<file path="src/rtl/ysyx_25060170_pkg.sv">
// Shared definitions for the ysyx_25060170 fetch path: reset PC, the NOP word
// and the IFU state encoding.
package ysyx_25060170_pkg;

  localparam logic [31:0] RESET_PC_DEFAULT = 32'h8000_0000;
  localparam logic [31:0] NOP_INST         = 32'h0000_0013;

  typedef enum logic [2:0] {
    RST_HOLD = 3'd0,
    REQ      = 3'd1,
    WAIT_RSP = 3'd2,
    DELIVER  = 3'd3,
    WAIT_WB  = 3'd4,
    FAULT    = 3'd5
  } ifu_state_t;

endpackage

</file>
<file path="src/rtl/ysyx_25060170_pc_gen.sv">
// Next-PC selection (sequential or redirect) with the halfword-misalignment check.
// Purely combinational so the branch unit can share it.
module ysyx_25060170_pc_gen #(
  parameter int unsigned XLEN = 32
) (
  input  logic [XLEN-1:0] pc_i,
  input  logic            jump_en_i,
  input  logic [XLEN-1:0] jump_target_i,
  output logic [XLEN-1:0] next_pc_o,
  output logic            misaligned_o
);

  // Bit 0 of a jalr target is architecturally discarded.
  logic unused_target_lsb;
  assign unused_target_lsb = jump_target_i[0];

  assign next_pc_o    = jump_en_i ? {jump_target_i[XLEN-1:1], 1'b0} : pc_i + XLEN'(4);
  assign misaligned_o = next_pc_o[1];

endmodule

</file>
<file path="src/rtl/ysyx_25060170_ifu.sv">
// Instruction fetch unit: one word fetch per instruction, presents {pc, inst}
// to decode, then waits for write-back to choose the next PC.
module ysyx_25060170_ifu
  import ysyx_25060170_pkg::*;
#(
  parameter logic [31:0] RESET_PC  = RESET_PC_DEFAULT,
  parameter int unsigned XLEN      = 32,
  // Counter reset value; lets a harness start near the wrap point.
  parameter logic [31:0] CNT_RESET = 32'h0000_0000
) (
  input  logic            clk,
  input  logic            rst,
  output logic            imem_req_valid_o,
  input  logic            imem_req_ready_i,
  output logic [XLEN-1:0] imem_req_addr_o,
  input  logic            imem_rsp_valid_i,
  input  logic [XLEN-1:0] imem_rsp_data_i,
  input  logic            imem_rsp_err_i,
  output logic [XLEN-1:0] pc_o,
  output logic [XLEN-1:0] inst_o,
  output logic            inst_valid_o,
  input  logic            id_ready_i,
  input  logic            wb_valid_i,
  input  logic            wb_jump_en_i,
  input  logic [XLEN-1:0] wb_jump_target_i,
  output logic            fetch_fault_o,
  output logic [XLEN-1:0] inst_cnt_o
);

  // Handshake rule: a transfer happens on a rising edge where valid and ready
  // are both high; valid and its payload hold stable until then.

  ifu_state_t state_q, state_d;
  logic [XLEN-1:0] pc_q, pc_d;
  logic [XLEN-1:0] inst_q, inst_d;
  logic [XLEN-1:0] cnt_q, cnt_d;
  logic [XLEN-1:0] next_pc;
  logic            next_misaligned;

  ysyx_25060170_pc_gen #(.XLEN(XLEN)) u_pc_gen (
    .pc_i          (pc_q),
    .jump_en_i     (wb_jump_en_i),
    .jump_target_i (wb_jump_target_i),
    .next_pc_o     (next_pc),
    .misaligned_o  (next_misaligned)
  );

  always_ff @(posedge clk or posedge rst) begin
    if (rst) begin
      state_q <= RST_HOLD;
    end else begin
      state_q <= state_d;
    end
  end

  always_comb begin
    state_d = state_q;
    unique case (state_q)
      RST_HOLD: state_d = REQ;
      REQ:      if (imem_req_ready_i) state_d = WAIT_RSP;
      WAIT_RSP: if (imem_rsp_valid_i) state_d = imem_rsp_err_i ? FAULT : DELIVER;
      DELIVER:  if (id_ready_i) state_d = WAIT_WB;
      WAIT_WB:  if (wb_valid_i) state_d = next_misaligned ? FAULT : REQ;
      FAULT:    state_d = FAULT;
      default:  state_d = FAULT;
    endcase
  end

  always_comb begin
    imem_req_valid_o = 1'b0;
    inst_valid_o     = 1'b0;
    fetch_fault_o    = 1'b0;
    unique case (state_q)
      REQ:     imem_req_valid_o = 1'b1;
      DELIVER: inst_valid_o     = 1'b1;
      FAULT:   fetch_fault_o    = 1'b1;
      default: ;
    endcase
  end

  // A misaligned redirect still updates the PC so it freezes at the bad target.
  always_comb begin
    pc_d   = pc_q;
    inst_d = inst_q;
    cnt_d  = cnt_q;
    if (state_q == WAIT_RSP && imem_rsp_valid_i && !imem_rsp_err_i) inst_d = imem_rsp_data_i;
    if (state_q == DELIVER && id_ready_i) cnt_d = cnt_q + XLEN'(1);
    if (state_q == WAIT_WB && wb_valid_i) pc_d = next_pc;
  end

  always_ff @(posedge clk or posedge rst) begin
    if (rst) begin
      pc_q   <= RESET_PC;
      inst_q <= NOP_INST;
      cnt_q  <= CNT_RESET;
    end else begin
      pc_q   <= pc_d;
      inst_q <= inst_d;
      cnt_q  <= cnt_d;
    end
  end

  assign imem_req_addr_o = pc_q;
  assign pc_o            = pc_q;
  assign inst_o          = inst_q;
  assign inst_cnt_o      = cnt_q;

endmodule

</file>
<file path="config.mk">
export PLATFORM = sky130hd
export DESIGN_NAME = ysyx_25060170_ifu
export DESIGN_NICKNAME = d
export VERILOG_FILES = /design/src/rtl/ysyx_25060170_pkg.sv /design/src/rtl/ysyx_25060170_pc_gen.sv /design/src/rtl/ysyx_25060170_ifu.sv
export SDC_FILE = /design/constraint.sdc
export NUM_CORES = 1
export LEC_CHECK = 0
export ABC_AREA = 1
export CORE_ASPECT_RATIO = 0.5
export CORE_MARGIN = 4
export CORE_UTILIZATION = 35
export DETAILED_ROUTE_END_ITERATION = 6
export HOLD_SLACK_MARGIN = 0.05
export PLACE_DENSITY_LB_ADDON = 0.12
export SLEW_MARGIN = 10
export SYNTH_ARGS = -nofsm -noshare
export SYNTH_HDL_FRONTEND = slang
export SYNTH_SLANG_ARGS = --single-unit
export TNS_END_PERCENT = 20
</file>
<file path="constraint.sdc">
create_clock -name clk -period 6.45 [get_ports clk]
set_input_delay 0.645 -clock clk [delete_from_list [all_inputs] [get_ports clk]]
set_output_delay 0.645 -clock clk [all_outputs]
set_load 0.03 [all_outputs]
</file>
==> impl_table.tex <==
\begin{tabular}{lr}
\hline
Metric & Value \\
\hline
\multicolumn{2}{l}{\textbf{Outcome}} \\
\quad Status & complete, no violations \\
\multicolumn{2}{l}{\textbf{Route}} \\
\quad Routed vias & about 5700 \\
\quad Count of unresolved DRC violations after routing & 0 \\
\quad Post-detailed-route wirelength per cell & 13.72 um \\
\quad DRT Wirelength & between 15 and 20 mm \\
\quad 1st-iter DRT viols & 310 \\
\quad First-pass DRT Iterations & 6 \\
\quad Remaining number of nets flagged by the antenna check after routing & 0 \\
\quad Average via count per standard cell & 4.615 \\
\multicolumn{2}{l}{\textbf{Timing}} \\
\quad Relative slew slack & 0.3976 \\
\quad Worst Skew & 0.009995 ns \\
\quad Final period demand of the worst path & roughly 2.6 ns \\
\quad Unrepaired setup endpoints after global routing & false \\
\quad Upper clock frequency limit & around 380 MHz \\
\quad Setup TNS after final layout & 0 ns \\
\quad Final worst path period share & 0.4065 \\
\quad \# setup viols final & 0 \\
\quad Slew of the pin with the lowest slew margin & 0.9027 ns \\
\quad Worst hold slack after final layout & 0.4698 ns \\
\quad Min setup slack post-route & 3.828 ns \\
\quad Max Transition Viols Final & 0 \\
\quad Number of endpoints with negative hold slack in the final report & 0 \\
\multicolumn{2}{l}{\textbf{Clocking}} \\
\quad Clock-pin slew on the worst setup and hold paths & approximately 0.08 ns \\
\quad Post-CTS setup-driven buffer insertion count & 0 \\
\quad Library cell used as clock root buffer & clkbuf\_16 \\
\quad Post\_cts resized & 0 \\
\quad Clock latency on the worst-skew pair & 0.34 ns \\
\quad H-tree Lvls & 3 \\
\quad Hold-fix buffers at CTS & 0 \\
\quad CTS tree & done \\
\quad Maximum count of clock buffers along a single path & 2 \\
\quad CTS Buf Count & 9 \\
\quad Sinks on the clock net & 98 \\
\multicolumn{2}{l}{\textbf{Critical path}} \\
\quad Start-to-end type of the worst setup path & input port to register \\
\quad Worst path cell trace & clkdlybuf4s50\_1, inv\_1, nor2\_2, inv\_2, a21oi\_1, o21ai\_1, nand2\_1, nand2\_1, inv\_1 \\
\quad Max Fanout on Critical Path & 38 \\
\quad Worst path slowest cell & nor2\_2 \\
\quad Crit path launch type & input port \\
\quad Required @ worst endpoint & about 6.7 ns \\
\quad Data arrival time of the worst path & 2.90 ns \\
\quad Type of element capturing the critical path & register \\
\quad Stage delay of the slowest cell on the critical path & 0.70 ns \\
\multicolumn{2}{l}{\textbf{Cells and area}} \\
\quad Share of cells above drive strength 1 & 0.05305 \\
\quad Layout overhead on the synthesized area & 37.26\% \\
\quad Antenna fix cells & 0 \\
\quad Final \#Nets & 1068 \\
\quad \# fillers & 1647 \\
\quad Most common cell after layout, fill and taps aside & nand2\_1 \\
\quad Fin util & 0.4934 \\
\quad Top library cells by usage in the layout, fill and taps aside & 298 x nand2\_1, 199 x clkdlybuf4s50\_1, 106 x nor2\_1 \\
\multicolumn{2}{l}{\textbf{Synthesis}} \\
\quad Top post-synthesis cells by area & dfrtp\_1 40\%, nand2\_1 19\%, nor2\_1 6.7\% \\
\quad Area leader, netlist & dfrtp\_1 \\
\quad Sequential share of the synthesized area & 0.4139 \\
\quad Unique masters post-synth & 39 \\
\quad Flip-flop cell with the highest count after synthesis & dfrtp\_1 \\
\quad Area share of the largest cell type after synthesis & 0.3962 \\
\quad Fraction of registers with async set/reset & 1.000 \\
\quad Flip-flop and latch count after synthesis & 98 \\
\quad Mapped Area & 5937 sq um \\
\quad Post-Synthesis Cells & about 840 \\
\quad Yosys warnings & 0 \\
\quad Post-synth EDFFs & 0 \\
\quad Per-instance average area after synthesis & between 7 and 8 sq um \\
\multicolumn{2}{l}{\textbf{Global routing}} \\
\quad Remaining global-route overflow & 0 \\
\quad Initial antenna violation count & 0 \\
\quad Largest net degree at the start of global routing & 69 \\
\quad Vias in the first global route & 5521 \\
\quad Global-route wire length before repair & 27.91 mm \\
\quad Global-route total usage across every layer & 0.1777 \\
\multicolumn{2}{l}{\textbf{Hold path}} \\
\quad Worst hold path class & register to register \\
\multicolumn{2}{l}{\textbf{Floorplanning}} \\
\quad Number of core rows & 33 \\
\quad Ports & 203 \\
\quad Effective utilization at floorplan & 0.3595 \\
\quad DIE HEIGHT & 100.1 um \\
\quad Die Span X & 192.2 um \\
\quad Die area & 19240 sq um \\
\quad Core ar. & 16520 sq um \\
\multicolumn{2}{l}{\textbf{Job}} \\
\quad Max-cap violation count & 0 \\
\multicolumn{2}{l}{\textbf{Power and ir drop}} \\
\quad Power, Total & 3.495 mW \\
\quad Pwr/cell area & 428.9 nW/um\^{}2 \\
\quad P\_leak & just under 4 nW \\
\quad Maximum vdd ir drop & 0.2619 mV \\
\multicolumn{2}{l}{\textbf{Place}} \\
\quad Placer's final routability congestion estimate & $\sim$0.86 \\
\quad Port Buffers & 199 \\
\quad Post-DP HPWL & 12.59 mm \\
\quad DP Worst Slack & 3.446 ns \\
\hline
\end{tabular}
## critical path, delay by kind of cell
| kind | cells | cell delay, ns |
|---|---|---|
| buffers and inverters | 4 | 1.06 |
| and+or+nand+nor | 3 | 0.82 |
| AOI/OAI and AO/OA | 2 | 0.37 |
## cell families after synthesis
family,count (synthesis),synth area share
AND/OR/NAND/NOR,521,0.3815
buffers and inverters,134,0.1151
flip-flops,98,0.4139
AO/OA/AOI/OAI,56,0.05079
XOR/XNOR,23,0.03393
adder cells (fa/ha/maj),2,0.004214
other,1,0.0006316
## routing by layer
layer  part of all wire  global-route usage  up-vias
met3              0.055             0.04239       10
met4             0.0096             0.03341        0
li1                   -                   -     2891
met2               0.48              0.3000      139
met1               0.46              0.2367     2618
met5                  0                   0        -
## flip-flops by register name (all words and copies together) (netlist names)
| register | count |
|---|---|
| inst_cnt_o | 32 |
| inst_o | 32 |
| imem_req_addr_o | 31 |
| state_q | 3 |
## cells in the mapped netlist (3+ instances only)
cell type,number
nor2_4,4
xor2_1,13
nor2_1,106
a21oi_1,18
nand2_1,298
dfrtp_1,94
inv_1,71
nand2_4,3
nor3_1,5
buf_6,6
o21ai_0,26
nand4_1,6
clkbuf_1,9
xnor2_1,10
nand3b_1,6
o21ai_1,4
buf_4,34
dfstp_2,4
buf_2,6
nor2_2,7
inv_2,6
nand3_1,75
## cell type report
type	count	area [sq um]	share of cell area
Sequential cell	98	2457	0.3016
Timing Repair Buffer	204	2029	0.2490
Clock buffer	10	229.0	0.02810
Tap cell	227	284.0	0.03485
Multi-Input combinational cell	604	2800	0.3436
Clock inverter	6	57.56	0.007063
Inverter	77	291.5	0.03577
## power breakdown
group / internal, mW / switching, mW / leakage (nW)
Clock: 0.273 / 0.257 / 0.142
Combinational: 0.738 / 1.13 / 2.47
Sequential: 0.842 / 0.257 / 1.24
## worst paths after layout
check	startpoint	endpoint	slack, ns	depth (start not counted)
setup reg to reg	state_q[0]$_DFFE_PP0P_	imem_req_addr_o[12]$_DFFE_PP0P_	3.94	9
min in group asynchronous	rst	imem_req_addr_o[16]$_DFFE_PP0P_	0.67	2
hold / removal	inst_o[1]$_DFFE_PP1P_	inst_o[1]$_DFFE_PP1P_	0.47	2
setup / recovery	wb_valid_i	imem_req_addr_o[12]$_DFFE_PP0P_	3.83	9
hold reg to reg	inst_o[1]$_DFFE_PP1P_	inst_o[1]$_DFFE_PP1P_	0.47	2
max in group asynchronous	rst	inst_cnt_o[29]$_DFFE_PP0P_	4.55	3
## through the flow
step / instances / instance area [sq um]
floorplan: 836 / 5941
global placement: 1210 / 7863
detailed placement: 1210 / 7863
CTS: 1226 / 8149
global route: 1226 / 8149
finish: 1226 / 8149
Power figures use the tool's default switching activity.
